`src/rtl/vs_ram_arbiter_pkg.sv`:
```
// Shared memory-port types for the VerySimpleCPU RAM path: master ids and the request bundle.
package vs_mem_pkg;

    localparam int SIZE   = 14;
    localparam int DATA_W = 32;

    typedef enum logic {
        M_CPU  = 1'b0,
        M_HOST = 1'b1
    } master_id_t;

    typedef struct packed {
        logic              we;
        logic [SIZE-1:0]   addr;
        logic [DATA_W-1:0] wdata;
    } mem_req_t;

endpackage

```
`src/rtl/vs_ram_arbiter_rr.sv`:
```
// Two-way round-robin grant with last_grant register and a consecutive-lock counter.
// With lock_i tied low the counter stays at zero and arbitration is pure round-robin.
module vs_rr_arb2 #(
    parameter int LOCK_MAX = 16
) (
    input  logic       clk,
    input  logic       rst,
    input  logic [1:0] req_i,
    input  logic [1:0] lock_i,
    output logic [1:0] gnt_o
);
    import vs_mem_pkg::*;

    localparam int CNT_W = $clog2(LOCK_MAX + 1);

    master_id_t       last_q, last_d;
    logic [CNT_W-1:0] cnt_q, cnt_d;
    logic             owner_lock;
    logic             hold;

    always_ff @(posedge clk) begin
        if (rst) begin
            last_q <= M_HOST;
            cnt_q  <= '0;
        end else begin
            last_q <= last_d;
            cnt_q  <= cnt_d;
        end
    end

    // A nonzero count means the previous grant was a locked grant to last_q.
    always_comb begin
        owner_lock = (last_q == M_HOST) ? lock_i[1] : lock_i[0];
        hold       = (cnt_q != '0) && (cnt_q < CNT_W'(LOCK_MAX)) && owner_lock;
        gnt_o      = 2'b00;
        if (!rst) begin
            if (req_i == 2'b11) begin
                if (hold)
                    gnt_o = (last_q == M_HOST) ? 2'b10 : 2'b01;
                else
                    gnt_o = (last_q == M_HOST) ? 2'b01 : 2'b10;
            end else begin
                gnt_o = req_i;
            end
        end
    end

    always_comb begin
        last_d = last_q;
        cnt_d  = '0;
        if (gnt_o[0])
            last_d = M_CPU;
        else if (gnt_o[1])
            last_d = M_HOST;
        // Reaching LOCK_MAX always restarts the count, forcing one fair arbitration.
        if ((cnt_q != CNT_W'(LOCK_MAX)) && ((gnt_o & lock_i) != 2'b00))
            cnt_d = (last_d == last_q) ? cnt_q + 1'b1 : CNT_W'(1);
    end

endmodule

```
`src/rtl/vs_ram_arbiter.sv`:
```
// Arbitrates the CPU (m0) and host loader (m1) onto the single-port RAM and routes read data back.
// Optional macro VS_RAM_ARB_LOCK_EN adds m0_lock/m1_lock for locked back-to-back ownership.
module vs_ram_arbiter #(
    parameter int SIZE     = vs_mem_pkg::SIZE,
    parameter int DATA_W   = vs_mem_pkg::DATA_W,
    parameter int LOCK_MAX = 16
) (
    input  logic              clk,
    input  logic              rst,
    input  logic              m0_req,
    input  logic              m0_we,
    input  logic [SIZE-1:0]   m0_addr,
    input  logic [DATA_W-1:0] m0_wdata,
    output logic              m0_gnt,
    output logic              m0_rvalid,
    output logic [DATA_W-1:0] m0_rdata,
    input  logic              m1_req,
    input  logic              m1_we,
    input  logic [SIZE-1:0]   m1_addr,
    input  logic [DATA_W-1:0] m1_wdata,
    output logic              m1_gnt,
    output logic              m1_rvalid,
    output logic [DATA_W-1:0] m1_rdata,
`ifdef VS_RAM_ARB_LOCK_EN
    input  logic              m0_lock,
    input  logic              m1_lock,
`endif
    output logic              wrEn,
    output logic [SIZE-1:0]   addr_toRAM,
    output logic [DATA_W-1:0] data_toRAM,
    input  logic [DATA_W-1:0] data_fromRAM
);
    import vs_mem_pkg::*;

    logic [1:0] gnt;
    logic [1:0] lock;
    logic       rv_pend_q, rv_pend_d;
    master_id_t rv_id_q, rv_id_d;

`ifdef VS_RAM_ARB_LOCK_EN
    assign lock = {m1_lock, m0_lock};
`else
    assign lock = 2'b00;
`endif

    vs_rr_arb2 #(
        .LOCK_MAX (LOCK_MAX)
    ) u_arb (
        .clk    (clk),
        .rst    (rst),
        .req_i  ({m1_req, m0_req}),
        .lock_i (lock),
        .gnt_o  (gnt)
    );

    assign m0_gnt = gnt[0];
    assign m1_gnt = gnt[1];

    // Idle cycles drive zeros so the RAM never sees X on its pins.
    always_comb begin
        wrEn       = 1'b0;
        addr_toRAM = '0;
        data_toRAM = '0;
        if (gnt[0]) begin
            wrEn       = m0_we;
            addr_toRAM = m0_addr;
            data_toRAM = m0_wdata;
        end else if (gnt[1]) begin
            wrEn       = m1_we;
            addr_toRAM = m1_addr;
            data_toRAM = m1_wdata;
        end
    end

    always_comb begin
        rv_pend_d = (gnt[0] && !m0_we) || (gnt[1] && !m1_we);
        rv_id_d   = gnt[1] ? M_HOST : M_CPU;
    end

    always_ff @(posedge clk) begin
        if (rst) begin
            rv_pend_q <= 1'b0;
            rv_id_q   <= M_CPU;
        end else begin
            rv_pend_q <= rv_pend_d;
            rv_id_q   <= rv_id_d;
        end
    end

    // Gating with rst drops a read whose data would land during reset.
    assign m0_rvalid = rv_pend_q && !rst && (rv_id_q == M_CPU);
    assign m1_rvalid = rv_pend_q && !rst && (rv_id_q == M_HOST);
    assign m0_rdata  = m0_rvalid ? data_fromRAM : '0;
    assign m1_rdata  = m1_rvalid ? data_fromRAM : '0;

endmodule

```
`config.mk`:
```
export PLATFORM = sky130hd
export DESIGN_NAME = vs_ram_arbiter
export DESIGN_NICKNAME = d
export VERILOG_FILES = /design/src/rtl/vs_ram_arbiter_pkg.sv /design/src/rtl/vs_ram_arbiter_rr.sv /design/src/rtl/vs_ram_arbiter.sv
export SDC_FILE = /design/constraint.sdc
export NUM_CORES = 1
export LEC_CHECK = 0
export BUFFER_PORTS_ARGS = -buffer_cell sky130_fd_sc_hd__buf_2
export CORE_AREA = 2 2 94 96
export DETAILED_ROUTE_END_ITERATION = 12
export DIE_AREA = 0 0 96 98
export PLACE_DENSITY = 0.7
export SLEW_MARGIN = 20
export SYNTH_ARGS = -nofsm -noshare
export SYNTH_HDL_FRONTEND = slang
export SYNTH_SLANG_ARGS = --single-unit
```
`constraint.sdc`:
```
create_clock -name clk -period 1.1 [get_ports clk]
set_clock_uncertainty 0.05 [all_clocks]
set_input_delay 0.055 -clock clk [delete_from_list [all_inputs] [get_ports clk]]
set_output_delay 0.055 -clock clk [all_outputs]
set_load 0.005 [all_outputs]
```
==> metrics.cfg <==
[placement]
place.gp.congestion=0.711
io_buffers=244
dp_hpwl_mm=5.89
placed_cell_area_mm2=0.00308

[min_path]
holdPathStages=3
min_to=rv_pend_q
hold_path_class=in -> reg
worstHoldStart=m0_we

[route]
drt-initial-drc-count=51
drc_errors=0
drt-total-wl_mm=7.57
first_pass_iters=4
vias_per_cell=4.63
antenna_left=0
wl_per_cell_um=13.0
dr_total_vias=2704

[finish]
final_util_pct=39.8
fin_area_mm2=0.00337
antennaDiodeCount=0
multiInputGateArea_mm2=0.00174
drive_above_1_share_pct=60.5
ff_latch_area_um2=63.8
layout.nets=607
layout-area-overhead-vs-synth_pct=97.3
fillers=896

[global_route]
antenna_found_initial=0
grt_usage_pct=14.2
grt_max_degree=96
overflow=0
grt_first_pass_wirelength_mm=11.0
grt_pass1_vias=2552

[setup_path]
regToRegEndpoint=rv_pend_q
cp.required_ns=1.00
r2r_slack_ns=0.04
cp.arrival_ns=1.26
critPathKind=reg -> out
critical_path.max_fanout=26
worstSetupStartpointType=flip-flop
rr_worst_depth=3
crit_path_end_kind=output pin
rr_startpoint=u_arb.last_q

[clock_tree]
cts_made_buffers=3
postCtsHoldBufs=0
cts_sinks=3
clk_latency_ns=0.22
cts_buffer_depth=2
cts_htree_levels=1
clockRootBuffer=clkbuf_8
clkTransAtPathRegs_ns=0.04
cts_tree=yes

[yosys]
syn_nets=384
synth_cell_types=17
yosys_warnings=0
ys_ff_latch=3
syn_area_mm2=0.00171
synth_cells=254
syn_avg_cell_area_um2=6.73
seq_area_frac_synth_pct=3.51

[timing]
finalHoldViolations=0
worst_slack_ns=-0.270
rsz0062_at_grt=true
fmax_ghz=0.730
setup_violations=115
tightest_slew_ns=0.294
maxSlewViolCount=0
slew_headroom_pct=80.4
fin_crit_sh_pct=125
final.min_clock_period_ns=1.37

[run_status]
run_status=finished, violations left
failed_checks=setup timing

[floorplanning]
initial_core_util_pct=20.2
core-area_mm2=0.00847
pin_count=245
rows=34
die_area_mm2=0.00941
die-width_um=96
die_h_um=98

[power]
max-vdd-ir-drop_uv=376
p_per_area_mw_per_mm2=437
p_leak_nw=1.79

[job]
maxCapViolCount=0

==> repair_timing <==
item / CTS / global route
pin swaps: 1 / 0
buffers inserted: 0 / 0
setup endpoints to repair: 115 / 115
gates resized for setup: 12 / 23
endpoints found under the hold margin: 0 / 0
==> layout make-up <==
type	instances	area share [%]
sequential	3	1.89
tap	108	4.01
timing repair buffer	252	41.2
clock buffer	4	1.34
inverter	1	0.111
multi-input combinational	216	51.5
==> flip-flops by register name (all words and copies together), names as in the netlist <==
name,count
rv_pend_q,1
rv_id_q,1
u_arb.last_q,1
==> metrics by stage <==
| stage | TNS, ns | power (mW) | setup WS, ns | instances | hold WS, ns |
|---|---|---|---|---|---|
| 2_1_floorplan | 0 | 0.544 | 0.0544 | 254 | 0.170 |
| 3_3_place_gp | -0.750 | 1.00 | -0.142 | 580 | 0.308 |
| 3_5_place_dp | -2.40 | 1.03 | -0.166 | 580 | 0.314 |
| 4_1_cts | -23.85 | 1.41 | -0.271 | 584 | 0.0844 |
| 5_1_grt | -28.48 | 1.59 | -0.307 | 584 | 0.0965 |
| 6_report | -22.43 | 1.47 | -0.270 | 584 | 0.0863 |
==> Yosys cell counts <==
cell,number,area (um^2)
nand2b_1,94,588
clkbuf_1,20,75.1
nor3_1,1,5.00
inv_1,1,3.75
nor3b_2,1,12.5
nor2_1,2,7.51
o32ai_1,47,412
buf_2,12,60.1
or2_1,2,12.5
dfxtp_1,3,60.1
nor2b_1,1,6.26
buf_6,2,22.5
and3b_1,1,8.76
a211o_1,1,8.76
o32ai_2,1,16.3
a21bo_2,1,10.0
and2_1,64,400
==> cell usage in the layout, fill, tap and decap left out <==
| cell type | synthesis | routed |
|---|---|---|
| clkbuf_8 | 0 | 3 |
| a21bo_2 | 1 | 1 |
| nor2_1 | 2 | 2 |
| nor2b_4 | 0 | 1 |
| dfxtp_2 | 0 | 3 |
| buf_6 | 2 | 1 |
| and2_4 | 0 | 1 |
| o32ai_4 | 0 | 4 |
| clkbuf_1 | 20 | 1 |
| and3b_1 | 1 | 1 |
| or2_1 | 2 | 2 |
| o32ai_2 | 1 | 22 |
| a211o_1 | 1 | 1 |
| nor3_1 | 1 | 1 |
| nor3b_4 | 0 | 1 |
| buf_12 | 0 | 8 |
| buf_2 | 12 | 243 |
| o32ai_1 | 47 | 22 |
| inv_1 | 1 | 1 |
| and2_1 | 64 | 63 |
| nand2b_1 | 94 | 94 |
==> kinds of logic after synthesis <==
family	count (synthesis)	synth area share (%)
flip-flops	3	3.51
AO/OA/AOI/OAI	50	26.1
AND/OR/NAND/NOR	166	60.9
buffers and inverters	35	9.44
==> where the power goes <==
group | total, mW | switching, mW | internal (mW)
logic | 1.01 | 0.460 | 0.552
registers | 0.125 | 0.00681 | 0.119
clock network | 0.337 | 0.0887 | 0.249
total | 1.47 | 0.555 | 0.919
==> metal layers <==
layer	up-vias	global-route usage (%)	wire, um
met2	148	27.3	4030
met1	1219	15.4	2770
met4	0	3.52	90
met3	10	2.62	680
li1	1327	-	-
met5	-	0	0
==> critical path, stage by stage, from the launching register on <==
cell     delay, ns
dfxtp_2       0.36
nor2b_4       0.07
buf_12        0.17
o32ai_4       0.28
buf_2         0.16
==> worst max-delay path by stage <==
stage,cells past startpoint,end,startpoint,slack (ns)
CTS,4,data_toRAM[24],u_arb.last_q,-0.27
finish,4,data_toRAM[4],u_arb.last_q,-0.27
detailed placement,4,data_toRAM[16],u_arb.last_q,-0.17
global route,4,data_toRAM[11],u_arb.last_q,-0.31
global placement,4,data_toRAM[24],u_arb.last_q,-0.14
floorplan,4,addr_toRAM[13],u_arb.last_q,0.05
(Power assumes the default switching activity.)
